**src/rtl/svsg_pkg.sv**
```systemverilog
// Shared constants and types for the seven-segment scan controller:
// register map, scan states and segment codes ({a,b,c,d,e,f,g,dp}).
package svsg_pkg;

  localparam logic [31:0] BASE         = 32'h3000_0000;
  localparam logic [15:0] PRESCALE_RST = 16'd999;

  localparam logic [1:0] OFF_DIGITS   = 2'd0;
  localparam logic [1:0] OFF_CTRL     = 2'd1;
  localparam logic [1:0] OFF_PRESCALE = 2'd2;
  localparam logic [1:0] OFF_STATUS   = 2'd3;

  // BLANK lasts two cycles: cnt counts 0 then 1.
  localparam logic [15:0] BLANK_LAST = 16'd1;

  typedef enum logic [1:0] {
    IDLE  = 2'd0,
    DRIVE = 2'd1,
    BLANK = 2'd2
  } scan_state_e;

  localparam logic [7:0] SEG_0     = 8'b1111_1100;
  localparam logic [7:0] SEG_1     = 8'b0110_0000;
  localparam logic [7:0] SEG_2     = 8'b1101_1010;
  localparam logic [7:0] SEG_3     = 8'b1111_0010;
  localparam logic [7:0] SEG_4     = 8'b0110_0110;
  localparam logic [7:0] SEG_5     = 8'b1011_0110;
  localparam logic [7:0] SEG_6     = 8'b1011_1110;
  localparam logic [7:0] SEG_7     = 8'b1110_0000;
  localparam logic [7:0] SEG_8     = 8'b1111_1110;
  localparam logic [7:0] SEG_9     = 8'b1111_0110;
  localparam logic [7:0] SEG_BLANK = 8'b0000_0000;

endpackage

```
**src/rtl/svsg_scan_ctrl_if.sv**
```systemverilog
// Wishbone slave bundle for the scan controller; the controller takes the
// slave view, a bus master (or bench) takes the master view.
interface svsg_scan_ctrl_if;

  logic        wbs_stb_i;
  logic        wbs_cyc_i;
  logic        wbs_we_i;
  logic [3:0]  wbs_sel_i;
  logic [31:0] wbs_dat_i;
  logic [31:0] wbs_adr_i;
  logic        wbs_ack_o;
  logic [31:0] wbs_dat_o;

  modport slave (
    input  wbs_stb_i, wbs_cyc_i, wbs_we_i, wbs_sel_i, wbs_dat_i, wbs_adr_i,
    output wbs_ack_o, wbs_dat_o
  );

  modport master (
    output wbs_stb_i, wbs_cyc_i, wbs_we_i, wbs_sel_i, wbs_dat_i, wbs_adr_i,
    input  wbs_ack_o, wbs_dat_o
  );

endinterface

```
**src/rtl/svsg_decode.sv**
```systemverilog
// Combinational BCD to seven-segment decoder; codes 10-15 show blank.
module svsg_decode
  import svsg_pkg::*;
(
  input  logic [3:0] bcd_i,
  output logic [7:0] seg_o
);

  always_comb begin
    seg_o = SEG_BLANK;
    case (bcd_i)
      4'd0:    seg_o = SEG_0;
      4'd1:    seg_o = SEG_1;
      4'd2:    seg_o = SEG_2;
      4'd3:    seg_o = SEG_3;
      4'd4:    seg_o = SEG_4;
      4'd5:    seg_o = SEG_5;
      4'd6:    seg_o = SEG_6;
      4'd7:    seg_o = SEG_7;
      4'd8:    seg_o = SEG_8;
      4'd9:    seg_o = SEG_9;
      default: seg_o = SEG_BLANK;
    endcase
  end

endmodule

```
**src/rtl/svsg_scan_ctrl.sv**
```systemverilog
// Wishbone-configured scan controller: multiplexes four BCD digits onto one
// shared segment bus with one-hot digit enables and an optional blanking gap.
module svsg_scan_ctrl
  import svsg_pkg::*;
(
  input  logic                    clk,
  input  logic                    reset,
  svsg_scan_ctrl_if.slave         wb,
  output logic [7:0]              svsg,
  output logic [3:0]              dig_en,
  output logic [11:0]             io_oeb
);

  logic        hit;
  logic        acc;
  logic [1:0]  off;
  logic [31:0] rd_data;

  logic [15:0] digits_q, digits_d;
  logic [1:0]  ctrl_q, ctrl_d;
  logic [15:0] prescale_q, prescale_d;
  logic        ack_q;
  logic [31:0] dat_q;

  scan_state_e state_q, state_d;
  logic [15:0] cnt_q, cnt_d;
  logic [1:0]  idx_q, idx_d;
  logic [7:0]  svsg_q, svsg_d;
  logic [3:0]  dig_en_q, dig_en_d;

  logic [7:0]  seg_codes [4];

  genvar gi;
  generate
    for (gi = 0; gi < 4; gi++) begin : g_dec
      svsg_decode u_dec (
        .bcd_i (digits_q[4*gi +: 4]),
        .seg_o (seg_codes[gi])
      );
    end
  endgenerate

  // Address bits below the word offset and the upper data/lane bits carry no registers.
  logic unused_bits;
  assign unused_bits = &{1'b0, wb.wbs_adr_i[1:0], wb.wbs_dat_i[31:16], wb.wbs_sel_i[3:2]};

  always_comb begin
    off  = wb.wbs_adr_i[3:2];
    hit  = wb.wbs_cyc_i && wb.wbs_stb_i && (wb.wbs_adr_i[31:4] == BASE[31:4]);
    acc  = hit && !ack_q;

    rd_data = '0;
    case (off)
      OFF_DIGITS:   rd_data[15:0] = digits_q;
      OFF_CTRL:     rd_data[1:0]  = ctrl_q;
      OFF_PRESCALE: rd_data[15:0] = prescale_q;
      default:      rd_data[2:0]  = {state_q != IDLE, idx_q};
    endcase

    digits_d   = digits_q;
    ctrl_d     = ctrl_q;
    prescale_d = prescale_q;
    if (acc && wb.wbs_we_i) begin
      case (off)
        OFF_DIGITS: begin
          for (int b = 0; b < 2; b++) begin
            if (wb.wbs_sel_i[b]) digits_d[8*b +: 8] = wb.wbs_dat_i[8*b +: 8];
          end
        end
        OFF_CTRL: begin
          if (wb.wbs_sel_i[0]) ctrl_d = wb.wbs_dat_i[1:0];
        end
        OFF_PRESCALE: begin
          for (int b = 0; b < 2; b++) begin
            if (wb.wbs_sel_i[b]) prescale_d[8*b +: 8] = wb.wbs_dat_i[8*b +: 8];
          end
        end
        default: ;
      endcase
    end
  end

  // Read data is captured from the pre-update register values on the ack edge.
  always_ff @(posedge clk or negedge reset) begin
    if (!reset) begin
      ack_q      <= 1'b0;
      dat_q      <= '0;
      digits_q   <= '0;
      ctrl_q     <= '0;
      prescale_q <= PRESCALE_RST;
    end else begin
      ack_q      <= acc;
      if (acc) dat_q <= rd_data;
      digits_q   <= digits_d;
      ctrl_q     <= ctrl_d;
      prescale_q <= prescale_d;
    end
  end

  assign wb.wbs_ack_o = ack_q;
  assign wb.wbs_dat_o = dat_q;

  always_comb begin
    state_d = state_q;
    cnt_d   = cnt_q;
    idx_d   = idx_q;
    if (!ctrl_q[0]) begin
      state_d = IDLE;
      cnt_d   = '0;
      idx_d   = '0;
    end else begin
      case (state_q)
        IDLE: begin
          state_d = DRIVE;
          cnt_d   = '0;
          idx_d   = '0;
        end
        DRIVE: begin
          // >= so a PRESCALE lowered below the running count ends the digit at once.
          if (cnt_q >= prescale_q) begin
            cnt_d = '0;
            if (ctrl_q[1]) state_d = BLANK;
            else           idx_d   = idx_q + 2'd1;
          end else begin
            cnt_d = cnt_q + 16'd1;
          end
        end
        BLANK: begin
          if (cnt_q >= BLANK_LAST) begin
            cnt_d   = '0;
            state_d = DRIVE;
            idx_d   = idx_q + 2'd1;
          end else begin
            cnt_d = cnt_q + 16'd1;
          end
        end
        default: begin
          state_d = IDLE;
          cnt_d   = '0;
          idx_d   = '0;
        end
      endcase
    end
  end

  // Pad outputs follow the next state so they line up with the state register.
  always_comb begin
    svsg_d   = SEG_BLANK;
    dig_en_d = 4'b0000;
    if (state_d == DRIVE) begin
      svsg_d   = seg_codes[idx_d];
      dig_en_d = 4'b0001 << idx_d;
    end
  end

  always_ff @(posedge clk or negedge reset) begin
    if (!reset) begin
      state_q  <= IDLE;
      cnt_q    <= '0;
      idx_q    <= '0;
      svsg_q   <= SEG_BLANK;
      dig_en_q <= 4'b0000;
    end else begin
      state_q  <= state_d;
      cnt_q    <= cnt_d;
      idx_q    <= idx_d;
      svsg_q   <= svsg_d;
      dig_en_q <= dig_en_d;
    end
  end

  assign svsg   = svsg_q;
  assign dig_en = dig_en_q;
  assign io_oeb = 12'd0;

endmodule

```
**src/flat_wrapper.sv**
```systemverilog
// flat-port wrapper written by rule: the top's interface ports become plain ports
module svsg_scan_ctrl_flat import svsg_pkg::*;
  (clk, reset, svsg, dig_en, io_oeb, wb_wbs_stb_i, wb_wbs_cyc_i, wb_wbs_we_i, wb_wbs_sel_i, wb_wbs_dat_i, wb_wbs_adr_i, wb_wbs_ack_o, wb_wbs_dat_o);
  svsg_scan_ctrl_if wb_i ();
  input  logic clk;
  input  logic reset;
  output logic [7:0] svsg;
  output logic [3:0] dig_en;
  output logic [11:0] io_oeb;
  input wire logic [$bits(wb_i.wbs_stb_i)-1:0] wb_wbs_stb_i;
  input wire logic [$bits(wb_i.wbs_cyc_i)-1:0] wb_wbs_cyc_i;
  input wire logic [$bits(wb_i.wbs_we_i)-1:0] wb_wbs_we_i;
  input wire logic [$bits(wb_i.wbs_sel_i)-1:0] wb_wbs_sel_i;
  input wire logic [$bits(wb_i.wbs_dat_i)-1:0] wb_wbs_dat_i;
  input wire logic [$bits(wb_i.wbs_adr_i)-1:0] wb_wbs_adr_i;
  output wire logic [$bits(wb_i.wbs_ack_o)-1:0] wb_wbs_ack_o;
  output wire logic [$bits(wb_i.wbs_dat_o)-1:0] wb_wbs_dat_o;
  assign wb_i.wbs_stb_i = wb_wbs_stb_i;
  assign wb_i.wbs_cyc_i = wb_wbs_cyc_i;
  assign wb_i.wbs_we_i = wb_wbs_we_i;
  assign wb_i.wbs_sel_i = wb_wbs_sel_i;
  assign wb_i.wbs_dat_i = wb_wbs_dat_i;
  assign wb_i.wbs_adr_i = wb_wbs_adr_i;
  assign wb_wbs_ack_o = wb_i.wbs_ack_o;
  assign wb_wbs_dat_o = wb_i.wbs_dat_o;
  svsg_scan_ctrl u_core (.clk(clk), .reset(reset), .wb(wb_i), .svsg(svsg), .dig_en(dig_en), .io_oeb(io_oeb));
endmodule
```
**config.mk**
```make
export PLATFORM = sky130hd
export DESIGN_NAME = svsg_scan_ctrl_flat
export DESIGN_NICKNAME = d
export VERILOG_FILES = /design/src/rtl/svsg_pkg.sv /design/src/rtl/svsg_scan_ctrl_if.sv /design/src/rtl/svsg_decode.sv /design/src/rtl/svsg_scan_ctrl.sv /design/src/flat_wrapper.sv
export SDC_FILE = /design/constraint.sdc
export NUM_CORES = 1
export LEC_CHECK = 0
export ABC_AREA = 1
export BUFFER_PORTS_ARGS = -buffer_cell sky130_fd_sc_hd__buf_4
export CELL_PAD_IN_SITES_DETAIL_PLACEMENT = 1
export CELL_PAD_IN_SITES_GLOBAL_PLACEMENT = 1
export CORE_MARGIN = 2
export CORE_UTILIZATION = 40
export CTS_CLUSTER_SIZE = 28
export DETAILED_ROUTE_END_ITERATION = 10
export PLACE_DENSITY_LB_ADDON = 0.1
export SYNTH_ARGS = -nofsm -noshare
export SYNTH_HDL_FRONTEND = slang
export SYNTH_SLANG_ARGS = --single-unit
```
**constraint.sdc**
```tcl
create_clock -name clk -period 2.95 [get_ports clk]
set_input_delay 0.1475 -clock clk [delete_from_list [all_inputs] [get_ports clk]]
set_output_delay 0.1475 -clock clk [all_outputs]
set_load 0.05 [all_outputs]
```
==> results of run 1 <==
worst max-delay path, cell delays in order (launching register included):
cell	delay, ns
sky130_fd_sc_hd__dfstp_2	0.54
sky130_fd_sc_hd__inv_1	0.09
sky130_fd_sc_hd__ha_1	0.30
sky130_fd_sc_hd__nand2_1	0.07
sky130_fd_sc_hd__nand2_1	0.05
sky130_fd_sc_hd__nand2_1	0.06
sky130_fd_sc_hd__nand2_1	0.05
sky130_fd_sc_hd__nand2_1	0.05
sky130_fd_sc_hd__nand2_1	0.05
sky130_fd_sc_hd__nand2_1	0.09
sky130_fd_sc_hd__nand2_1	0.12
sky130_fd_sc_hd__nand2_1	0.09
sky130_fd_sc_hd__nand3_1	0.08
sky130_fd_sc_hd__nand2_2	0.25
sky130_fd_sc_hd__nand2_4	0.19
sky130_fd_sc_hd__nand2_1	0.12
sky130_fd_sc_hd__nand3_1	0.07
sky130_fd_sc_hd__nand2_1	0.09
sky130_fd_sc_hd__nor2_1	0.04
state kept, by name, summed over array words and instances, names as in the netlist:
signal,flops
u_core.cnt_q,16
u_core.ctrl_q,2
u_core.dig_en,4
u_core.digits_q,16
u_core.idx_q,2
u_core.prescale_q,16
u_core.state_q,2
u_core.svsg,7
u_core.wb.wbs_ack_o,1
u_core.wb.wbs_dat_o,16
area by class of cell:
class / instances / area (um^2)
multi-input cells: 471 / 2850
clock buffers: 10 / 239
inverters: 112 / 420
clock inverters: 6 / 66.3
well taps: 176 / 220
repair buffers: 82 / 616
fillers: 1674 / 6880
flip-flops and latches: 82 / 2060
report_power, final:
group,internal [W],switching (W),total [W],leakage (nW)
Combinational,0.0000504,0.000145,0.000196,2.14
Clock,0.000680,0.000489,0.00117,0.152
Sequential,0.00112,0.00000000000304,0.00112,1.12
Total,0.00186,0.000634,0.00249,3.41
worst paths after layout:
path,start,end,slack [ns],depth (start not counted)
setup reg to reg,u_core.prescale_q[1],u_core.svsg[5],0.40,18
hold reg to reg,u_core.wb.wbs_dat_o[2],u_core.wb.wbs_dat_o[2],0.49,2
min in group clk,wb_wbs_dat_i[8],u_core.prescale_q[8],0.06,3
max in group asynchronous,reset,u_core.cnt_q[7],2.29,1
hold / removal,reset,u_core.cnt_q[0],-0.00007,1
setup / recovery,u_core.prescale_q[1],u_core.svsg[5],0.40,18
placed cells by master, fill, tap and decap left out, types with 2 or more instances in the layout:
cell type / count
sky130_fd_sc_hd__nor3_1: 4
sky130_fd_sc_hd__o21ai_0: 24
sky130_fd_sc_hd__a31oi_1: 10
sky130_fd_sc_hd__nor2_1: 45
sky130_fd_sc_hd__nand3_1: 40
sky130_fd_sc_hd__o22ai_1: 15
sky130_fd_sc_hd__o21ai_2: 32
sky130_fd_sc_hd__ha_1: 47
sky130_fd_sc_hd__mux2i_1: 13
sky130_fd_sc_hd__xor2_1: 9
sky130_fd_sc_hd__o221ai_1: 2
sky130_fd_sc_hd__clkinv_2: 2
sky130_fd_sc_hd__dfstp_2: 8
sky130_fd_sc_hd__conb_1: 29
sky130_fd_sc_hd__nor2_2: 3
sky130_fd_sc_hd__nand3b_1: 3
sky130_fd_sc_hd__nor4_1: 2
sky130_fd_sc_hd__or2_2: 10
sky130_fd_sc_hd__nand3_4: 4
sky130_fd_sc_hd__clkinv_4: 3
sky130_fd_sc_hd__inv_2: 2
sky130_fd_sc_hd__inv_1: 109
sky130_fd_sc_hd__nand2_1: 139
sky130_fd_sc_hd__buf_4: 82
sky130_fd_sc_hd__clkbuf_16: 9
sky130_fd_sc_hd__nand2_2: 3
sky130_fd_sc_hd__nand4_1: 7
sky130_fd_sc_hd__dfrtp_1: 74
sky130_fd_sc_hd__a21oi_1: 18
sky130_fd_sc_hd__nor3b_1: 3
layer usage:
| layer | part of all wire [%] | up-vias | track usage, % | wire length (um) |
|---|---|---|---|---|
| met4 | 2.3 | 0 | 9.05 | 338 |
| met1 | 45 | 2188 | 26.2 | 6550 |
| li1 | - | 2278 | - | - |
| met5 | 0 | - | 0 | 0 |
| met3 | 4.2 | 24 | 3.37 | 610 |
| met2 | 48 | 103 | 35.6 | 6910 |
cells by family after synthesis:
| group | after synthesis | synth area share [%] |
|---|---|---|
| mux | 13 | 2.35 |
| xor+xnor | 10 | 1.58 |
| flops | 82 | 37.3 |
| compound gates | 104 | 12.4 |
| buf+inv | 153 | 13.1 |
| other cells | 1 | 0.0678 |
| fa+ha+maj | 47 | 10.6 |
| simple gates | 268 | 22.5 |
metrics by stage:
stage | total power, W | area [um^2] | std cells | setup slack [ns]
after floorplan | 0.00128 | 5630 | 706 | 0.847
after global placement | 0.00134 | 6160 | 923 | 0.501
after detailed placement | 0.00134 | 6160 | 923 | 0.417
after CTS | 0.00253 | 6470 | 939 | 0.401
after global routing | 0.00258 | 6470 | 939 | 0.0689
final | 0.00249 | 6470 | 939 | 0.398
==> summary by stage, run 1 <==
Clock tree
The CTS H-tree depth is 3. Gates resized during post-CTS repair numbered 0. After clock tree synthesis, the clock-pin slew on the worst setup and hold paths is 0.07 ns. The cell chosen for the clock root is sky130_fd_sc_hd__clkbuf_16. The TritonCTS clock tree is yes.

The clock tree buffer depth is 2. The count of clock tree sinks is 82. The clock insertion delay at the later pin of the skew report is 0.36 ns.

Buffers inserted to repair hold after CTS numbered 0. The number of clock buffers inserted by TritonCTS is 9. The total setup buffers inserted after CTS is 0.

Timing
Clock skew on the completed layout was measured at 0.0114 ns. The clock period could shrink to 2.55 ns. The maximum achievable frequency is 392 MHz. The setup violation total in the final timing report is 0. The max-slew violation count came to 0. The final-report hold violation count is 1. Setup repair after global routing left no endpoint under its margin. The portion of the clock cycle consumed by the worst path in the final layout is 86.5%. Final hold analysis gives a worst-case slack of -0.0000724 ns. The accumulated negative setup slack is 0 ns. The worst max-slew margin expressed relative to the limit is 28.9%. The transition time of the tightest slew-check pin is 1.07 ns.

Placement
The global placement routability congestion is 0.799. The half-perimeter wire length after detailed placement is 11.1 mm. The number of buffers inserted by port buffering is 80.

Global route
The largest net degree at the start of global routing is 83. The initial antenna violation count is 0. The first global-routing pass estimated 23.9 mm of wire. The number of global-route vias before repair was 4891.

The remaining global-route overflow is 0. Global routing used 20.9% of the available tracks across all layers.

Route
The number of iterations in the first detailed-routing pass is 6. The residual antenna-violating net count after detailed routing is 0. The average routed wire per standard cell is 15.3 um. The total detailed-routing wirelength is 14.4 mm. For this run, design rule violations remaining after detail routing come to 0. The detailed-route vias per instance is 4.89. In this run, the number of DRC markers left after iteration 0 of detailed routing was 200. The routed layout has 4593 vias.

Logic synthesis
After synthesis, the largest area contributor takes up 33.5% of total cell area. In this run, synthesis produced a sequential element count of 82. The synthesized design spends more area on one cell type than any other, namely sky130_fd_sc_hd__dfrtp_1. For this run, the number of Yosys warnings is 0. In this run, distinct cell masters in the synthesized netlist total 40. The synthesized design contains 0 enable-type register cells. The average instance in the mapped netlist occupies 8.15 um^2. By count the netlist is led by sky130_fd_sc_hd__nand2_1, sky130_fd_sc_hd__inv_1, sky130_fd_sc_hd__dfrtp_1. By area the synthesized netlist is led by sky130_fd_sc_hd__dfrtp_1, sky130_fd_sc_hd__ha_1, sky130_fd_sc_hd__nand2_1. The instance count of the mapped netlist is 678. In the synthesized netlist the async set-or-reset flop fraction comes to 100%. Summing every instance area after synthesis gives 5530 um^2.

For this run, the register share of the synthesized area comes to 37.3%. For this run, the leading register cell type out of synthesis is sky130_fd_sc_hd__dfrtp_1. By instance count, the leading cell after synthesis is sky130_fd_sc_hd__nand2_1.

Worst setup path
The kind of critical path is reg2reg. Data on the critical path arrives at its endpoint at 2.79 ns. Data on the critical path is required at its endpoint by 3.19 ns. The endpoint kind of the worst setup timing path is a flip-flop.

STA classifies the critical path startpoint as a flip-flop. The largest driver fanout on the critical path is 17.

Die
The effective utilization at floorplan is 41.4%. The height of the die is 122 um. The floorplan die area is 14800 um^2. The number of primary I/O pins is 130. Measured along the x axis, the die boundary spans 122 um. The total number of placement rows is 42. The core area is 13300 um^2.

Worst hold path
The min-delay analysis places its worst path in the category in2async.

Status
The checks that failed: negative hold slack. The run finished, with violations left.

Finish
Cells fill 48.5% of the core in the end. The share of cells above drive strength 1 is 21.6%. Compared with the post-synthesis result, the final layout area differs by 17.0%. The net total in the final layout is 878. The number of antenna diodes in the final layout is 0.

Run
Across the run, the number of max-cap violations was 0.

Power and ir drop
IR analysis of the VDD net gives a maximum drop of 232 uV. The leakage dissipation is 3.41 nW. The power density over the cells is 385 nW/um^2.
Note: power is estimated with default switching activity, not from simulation.
==> run 2, diff against run 1 <==
SYNTH_HIERARCHICAL = 1   (was not set)
==> summary by stage, run 2 <==
Die
The height of the die is 125 um (+3.2%). The core area was 14500 um^2 (+8.5%). The floorplan die area is 15700 um^2 (+6.5%). The die extent in x was 125 um (+3.2%). The total number of placement rows is 44 (+4.8%). The number of primary I/O pins was 130 (unchanged). The effective utilization at floorplan is 40.8% (-0.65 points).

Worst setup path
The kind of cell adding the most delay to the critical path is simple AND/OR/NAND/NOR gates. The kind of critical path is reg2reg. The critical path's largest stage delay is 0.53 ns (about the same). On the critical path, the stage with the largest delay is an instance of sky130_fd_sc_hd__dfstp_2. The worst setup path is launched from a flip-flop. STA classifies the critical path endpoint as a flip-flop.

The total buffers and inverters traversed by the critical path was 1 (unchanged). The largest driver fanout on the critical path was 18 (+1). Among the stages of the critical path, the cell type that occurs most often is sky130_fd_sc_hd__nand2_1. The data arrival time of the critical path is 2.85 ns (+0.06 ns).

The required time at the worst-slack endpoint is 3.21 ns (+0.02 ns). Traced cell by cell, the critical path runs through inv_1 -> ha_1 -> nand2_1 -> nor2_1 -> nor2_1 -> nand2_1 -> nand2_1 -> nand2_1 -> nand2_2 -> nand2_2 -> nand2_2 -> nand3_4 -> nand2_4 -> nand2_2 -> nand2_1 -> nand3_1 -> a21oi_1.

Finish
The signed area change from the synthesized netlist to the final layout is 15.5%. The library cells used most frequently in the layout, excluding fill and tap cells, are sky130_fd_sc_hd__nand2_1, sky130_fd_sc_hd__inv_1, sky130_fd_sc_hd__buf_4, sky130_fd_sc_hd__dfrtp_1, sky130_fd_sc_hd__nand3_1. The number of filler instances in the final layout is 1798 (+7.4%). The most common cell after layout, fill and taps aside is sky130_fd_sc_hd__nand2_1. The number of antenna repair diodes is 0 (unchanged). The net total in the final layout is 960 (+9.3%). The end-of-flow core utilization is 47.1% (-1.4 points). The share of cells above drive strength 1 is 19.6% (-2.0 points).

Timing
The portion of the clock cycle consumed by the worst path in the final layout is 87.7% (+1.2 points). The setup violation total in the final timing report came to 0 (unchanged). The post-route clock skew was 0.00950 ns (-0.00188 ns). The post-layout minimum cycle time is 2.59 ns (+0.0365 ns).

Setup repair after global routing left no endpoint under its margin. The maximum achievable frequency came to 386 MHz (-1.4%). The transition time of the tightest slew-check pin is 1.08 ns (+0.0174 ns). The accumulated negative setup slack is 0 ns (unchanged). The final-report hold violation count is 0 (-1). The worst max-slew margin expressed relative to the limit is 27.8% (-1.2 points).

The max-slew violation count is 0 (unchanged).

Logic synthesis
The main flop type after synthesis is sky130_fd_sc_hd__dfrtp_1. The mux share of post-synthesis cell area was 2.37% (+0.020 points). The largest family of logic cells by synthesized area is simple AND/OR/NAND/NOR gates. Counting instances in the post-synthesis netlist gives the leading cell types as sky130_fd_sc_hd__nand2_1, sky130_fd_sc_hd__inv_1, sky130_fd_sc_hd__dfrtp_1. The xor and xnor fraction of the mapped netlist area was 1.78% (+0.20 points). The number of distinct library cells after synthesis is 44 (+10%). The number of synthesized flops with an enable pin is 0 (unchanged).

The simple-gate share of the synthesized area is 27.4% (+4.9 points). The sequential-to-total area share from yosys stat came to 35.4% (-1.9 points). Yosys attributes the largest share of cell area to sky130_fd_sc_hd__dfrtp_1, sky130_fd_sc_hd__nand2_1, sky130_fd_sc_hd__ha_1. The complex-gate fraction of the synthesized area is 7.97% (-4.5 points).

The synthesized area per cell was 7.71 um^2 (-5.4%). The cell area after synthesis was 5900 um^2 (+6.8%). Yosys instantiated no cell more often than sky130_fd_sc_hd__nand2_1. The yosys synthesis warning count is 6 (+6).

The proportion of synthesized flip-flops having asynchronous set or reset was 100% (unchanged). The share of synthesized cell area in full adder, half adder and majority cells is 9.96% (-0.67 points). The instance count of the mapped netlist is 765 (+13%). The fraction of synthesized cell area taken by the top area cell type is 31.8% (-1.7 points). The dominant cell type by area after synthesis is sky130_fd_sc_hd__dfrtp_1. The flop and latch count out of synthesis is 83 (+1.2%).

Clock tree
The number of cells upsized or downsized after cts was 0 (unchanged). The clock-pin slew on the worst setup and hold paths is 0.07 ns (about the same). The quantity of hold-fixing buffers added after cts is 0 (unchanged). The tree is rooted in a sky130_fd_sc_hd__clkbuf_16.

The clock insertion delay at the later pin of the skew report came to 0.35 ns (about the same). The TritonCTS clock tree is yes. The count of clock tree sinks came to 83 (+1.2%).

The total setup buffers inserted after CTS was 0 (unchanged). The number of clock buffers inserted by TritonCTS came to 9 (unchanged). The CTS H-tree depth is 3 (unchanged). The clock tree buffer depth is 2 (unchanged).

Power and ir drop
The peak supply drop is 260 uV (+12%). The power density over the cells was 368 nW/um^2 (-4.3%). The leakage dissipation was 3.95 nW (+16%).

Route
The routed length on met2 was 7.71 mm (+12%). The average routed wire per standard cell was 15.0 um (-2.0%). The initial detailed-routing violation count is 210 (+5.0%). The via count of the routed design is 4973 (+8.3%). The wire length on met1 came to 7.12 mm (+8.8%).

The topmost layer with routed signal wires is met4. The length of routed met3 wiring is 379 um (-38%). The detailed-route vias per instance is 4.83 (-1.2%).

The total detailed-routing wirelength is 15.5 mm (+7.4%). The DRC violations left is 0 (unchanged). The number of iterations in the first detailed-routing pass is 4 (-2). The residual antenna-violating net count after detailed routing is 0 (unchanged).

Run
The number of max-cap violations came to 0 (unchanged).

Placement
The global placement routability congestion was 0.796 (-0.48%). The half-perimeter wire length after detailed placement is 12.0 mm (+8.0%). The number of buffers inserted by port buffering is 81 (+1.3%).

Global route
The remaining global-route overflow is 0 (unchanged). The global-route wire length before repair is 25.9 mm (+8.4%). The largest net degree at the start of global routing is 82 (-1.2%). The number of global-route vias before repair was 5280 (+8.0%). The total global routing track utilization is 20.4% (-0.49 points). The initial antenna violation count is 0 (unchanged).

Status
The run finished with clean final reports.

Worst hold path
The path class of the tightest hold or removal check is in2async.
## run 2: changes by cell type after synthesis, sizes merged, moves of 5 or more
cell    previous run  this run
buf               36        42
a31oi             10         1
nand2            143       195
o21ai             56        43
inv              111       139
nand3             44        59
or2               11         2
nor3               5        13
nand3b             3        11
nor2              49        44
## run 2: through the flow
stage	cell area [um^2]	power [W]	hold WS, ns	worst slack, ns	cells
floorplan	6000	0.00131	-0.148	0.884	792
finish	6810	0.00251	0.00196	0.362	1029
global placement	6510	0.00137	0.368	0.482	1013
CTS	6810	0.00255	0.00549	0.332	1029
detailed placement	6510	0.00137	0.372	0.400	1013
global route	6810	0.00261	0.0160	0.0957	1029
## run 2: cells by family after synthesis
family          Yosys count
compound gates           79
fa+ha+maj                47
simple gates            337
buf+inv                 188
flops                    83
other cells               5
mux                      14
xor+xnor                 12
## run 2: area by class of cell
type | count | area [um^2] | share of cell area (%)
clock inverter | 6 | 71.3 | 1.05
clock buffer | 10 | 229 | 3.36
inverter | 142 | 533 | 7.82
sequential | 83 | 2090 | 30.6
timing repair buffer | 83 | 623 | 9.14
multi-input combinational | 521 | 3040 | 44.6
tap | 184 | 230 | 3.38
## run 2: worst paths after layout
kind / startpoint / end / slack, ns / cells past startpoint
worst max-delay path: u_core/prescale_q[2] / u_core/svsg[7] / 0.36 / 17
worst min-delay path: reset / u_core/digits_q[0] / 0.002 / 1
worst max register to register: u_core/prescale_q[2] / u_core/svsg[7] / 0.36 / 17
worst min register to register: u_core/wb.wbs_dat_o[3] / u_core/wb.wbs_dat_o[3] / 0.49 / 2
max in group asynchronous: reset / u_core/prescale_q[7] / 2.19 / 2
min in group clk: wb_wbs_dat_i[6] / u_core/digits_q[6] / 0.02 / 3
## run 2: layer usage
layer	vias up	GRT usage, %
met3	21	3.59
li1	2482	-
met5	-	0
met4	0	6.47
met2	56	35.8
met1	2414	25.5
## run 2: where the power goes
group,switching [W],internal [W]
Sequential,0.0000000000121,0.00114
Combinational,0.000153,0.0000592
Clock,0.000496,0.000664
==> run 3, diff against run 2 <==
CORE_ASPECT_RATIO = 1.1   (was not set)
CORE_MARGIN = 5   (was 2)
==> summary by stage, run 3 (synthesized netlist as in run 2, its figures left out) <==
Finish
The end-of-flow core utilization is 47.6% (+0.56 points). The most common cell after layout, fill and taps aside is sky130_fd_sc_hd__nand2_1. The number of antenna repair diodes came to 0 (unchanged). The area of the multi-input gates is 3040 um^2 (unchanged). The share of cells above drive strength 1 was 20.1% (+0.45 points).

The number of filler instances in the final layout was 1828 (+1.7%). The net total in the final layout is 966 (+0.63%). The area of all sequential standard cells is 2090 um^2 (unchanged). The finished layout cell area is 6880 um^2 (+0.95%). Compared with the post-synthesis result, the final layout area differs by 16.6%. The library cells used most frequently in the layout, excluding fill and tap cells, are sky130_fd_sc_hd__nand2_1, sky130_fd_sc_hd__inv_1, sky130_fd_sc_hd__buf_4, sky130_fd_sc_hd__dfrtp_1, sky130_fd_sc_hd__nand3_1.

Global route
The global-route wire length before repair is 26.7 mm (+3.0%). The remaining global-route overflow is 0 (unchanged). The total global routing track utilization came to 19.1% (-1.3 points). The number of global-route vias before repair is 5596 (+6.0%). The initial antenna violation count came to 0 (unchanged). The largest net degree at the start of global routing came to 46 (-44%).

Worst setup path
The kind of critical path is reg2reg. The largest driver fanout on the critical path is 18 (unchanged). Traced cell by cell, the critical path runs through inv_1 -> ha_1 -> a21oi_1 -> o21ai_1 -> a21oi_2 -> nand2_2 -> nand2_2 -> nand3_4 -> nand2_4 -> nand2_2 -> nand2_1 -> nand3_1 -> a21oi_1. The required time at the worst-slack endpoint is 3.20 ns (about the same). The nature of the critical path startpoint is a flip-flop. The endpoint kind of the worst setup timing path is a flip-flop. The critical path's largest stage delay is 0.52 ns (about the same).

The data arrival time of the critical path is 2.80 ns (-0.05 ns). The most frequent cell on the critical path is sky130_fd_sc_hd__nand2_2. The critical path's slowest cell is sky130_fd_sc_hd__dfstp_2. The total buffers and inverters traversed by the critical path is 1 (unchanged). The kind of cell adding the most delay to the critical path is simple AND/OR/NAND/NOR gates.

Clock tree
The tree is rooted in a sky130_fd_sc_hd__clkbuf_16. TritonCTS built the clock tree. The clock insertion delay at the later pin of the skew report was 0.35 ns (about the same). The clock-pin slew on the worst setup and hold paths came to 0.07 ns (about the same). The number of cells upsized or downsized after cts is 0 (unchanged).

The number of clock buffers inserted by TritonCTS was 9 (unchanged). The clock tree buffer depth is 2 (unchanged). The count of clock tree sinks is 83 (unchanged). The total setup buffers inserted after CTS is 0 (unchanged). The CTS H-tree depth is 3 (unchanged).

Route
The detailed-route vias per instance is 4.84 (about the same). The via count of the routed design is 5043 (+1.4%). The number of iterations in the first detailed-routing pass is 4 (unchanged). The total detailed-routing wirelength came to 15.8 mm (+2.0%). The initial detailed-routing violation count was 141 (-33%). The residual antenna-violating net count after detailed routing is 0 (unchanged). The DRC violations left is 0 (unchanged). The average routed wire per standard cell is 15.1 um (+0.60%).

Worst hold path
The worst hold-check path type is in2reg.

Placement
The number of buffers inserted by port buffering was 81 (unchanged). The cell area after placement is 6550 um^2 (+0.61%). The global placement routability congestion is 0.762 (-4.2%). The half-perimeter wire length after detailed placement was 12.6 mm (+4.9%).

Die
The die extent in x is 126 um (+0.27%). The height of the die is 137 um (+9.5%). The total number of placement rows is 46 (+4.5%).

The floorplan die area is 17300 um^2 (+9.8%). The number of primary I/O pins is 130 (unchanged). The effective utilization at floorplan is 40.9% (+0.092 points).

The core area came to 14400 um^2 (-0.22%).

Timing
The accumulated negative setup slack is 0 ns (unchanged). The final-report hold violation count is 0 (unchanged). The portion of the clock cycle consumed by the worst path in the final layout is 86.4% (-1.4 points). The setup violation total in the final timing report is 0 (unchanged). The final hold slack is 0.0145 ns (+0.0125 ns). The post-layout minimum cycle time is 2.55 ns (-0.0406 ns). Setup repair after global routing left no endpoint under its margin.

The transition time of the tightest slew-check pin came to 0.682 ns (-0.401 ns). The worst max-slew margin expressed relative to the limit is 54.4% (+27 points). The max-slew violation count is 0 (unchanged).

The maximum achievable frequency is 392 MHz (+1.6%). The post-route clock skew was 0.0110 ns (+0.00150 ns).

Status
The run finished with clean final reports.

Power and ir drop
The power density over the cells is 369 nW/um^2 (about the same). The leakage dissipation was 3.98 nW (+0.79%). The peak supply drop is 306 uV (+18%).

Run
The number of max-cap violations is 0 (unchanged).
## run 3: changes by cell type in the layout (fill, tap and decap cells not counted)
cell / change
sky130_fd_sc_hd__clkinv_4: -1
sky130_fd_sc_hd__inv_6: +2
sky130_fd_sc_hd__dlygate4sd3_1: +2
sky130_fd_sc_hd__clkbuf_1: -1
sky130_fd_sc_hd__buf_4: +4
## run 3: worst reg2reg max path: cells and delay by family (launching register included)
family                     cells  cell delay (ns)
buffers and inverters          1             0.06
and+or+nand+nor                7             0.93
AOI/OAI and AO/OA              4             0.65
DFF                            1             0.52
adders and majority gates      1             0.30
## run 3: layer usage
layer,share of wire [%],wire length (um),vias up,global-route usage (%)
met5,0,0,-,0
met4,1.8,286,0,6.67
met3,3.1,482,19,2.79
met2,53,8410,64,36.1
met1,42,6600,2457,22.1
li1,-,-,2503,-
## run 3: final cells by class
| type | instances | share of cell area [%] |
|---|---|---|
| clock buffers | 9 | 3.27 |
| flip-flops and latches | 83 | 30.3 |
| multi-input cells | 521 | 44.2 |
| repair buffers | 89 | 9.79 |
| clock inverters | 7 | 1.16 |
| well taps | 192 | 3.49 |
| inverters | 142 | 7.75 |
## run 3: worst paths after layout
kind | startpoint | to | slack (ns) | cells past startpoint
min in group asynchronous | reset | u_core/dig_en[3] | 0.35 | 2
setup / recovery | u_core/prescale_q[9] | u_core/svsg[2] | 0.40 | 13
max in group asynchronous | reset | u_core/prescale_q[6] | 1.80 | 3
hold / removal | wb_wbs_dat_i[14] | u_core/prescale_q[14] | 0.01 | 3
setup reg to reg | u_core/prescale_q[9] | u_core/svsg[2] | 0.40 | 13
hold reg to reg | u_core/wb.wbs_dat_o[4] | u_core/wb.wbs_dat_o[4] | 0.49 | 2
## run 3: where the power goes
part	switching [W]	internal, W
Combinational	0.000154	0.0000634
Sequential	0.0000000000120	0.00114
Clock	0.000512	0.000668
Total	0.000666	0.00187
## run 3: timing repair
action | in CTS | in global routing
hold buffers | 2 | 0
setup endpoints to repair | 0 | 0
hold endpoints to repair | 41 | 0
## run 3: through the flow
stage	setup WS, ns	power, W	cells
2_1_floorplan	0.884	0.00131	792
3_3_place_gp	0.452	0.00137	1025
3_5_place_dp	0.378	0.00137	1025
4_1_cts	0.382	0.00258	1043
5_1_grt	0.123	0.00264	1043
6_report	0.402	0.00254	1043
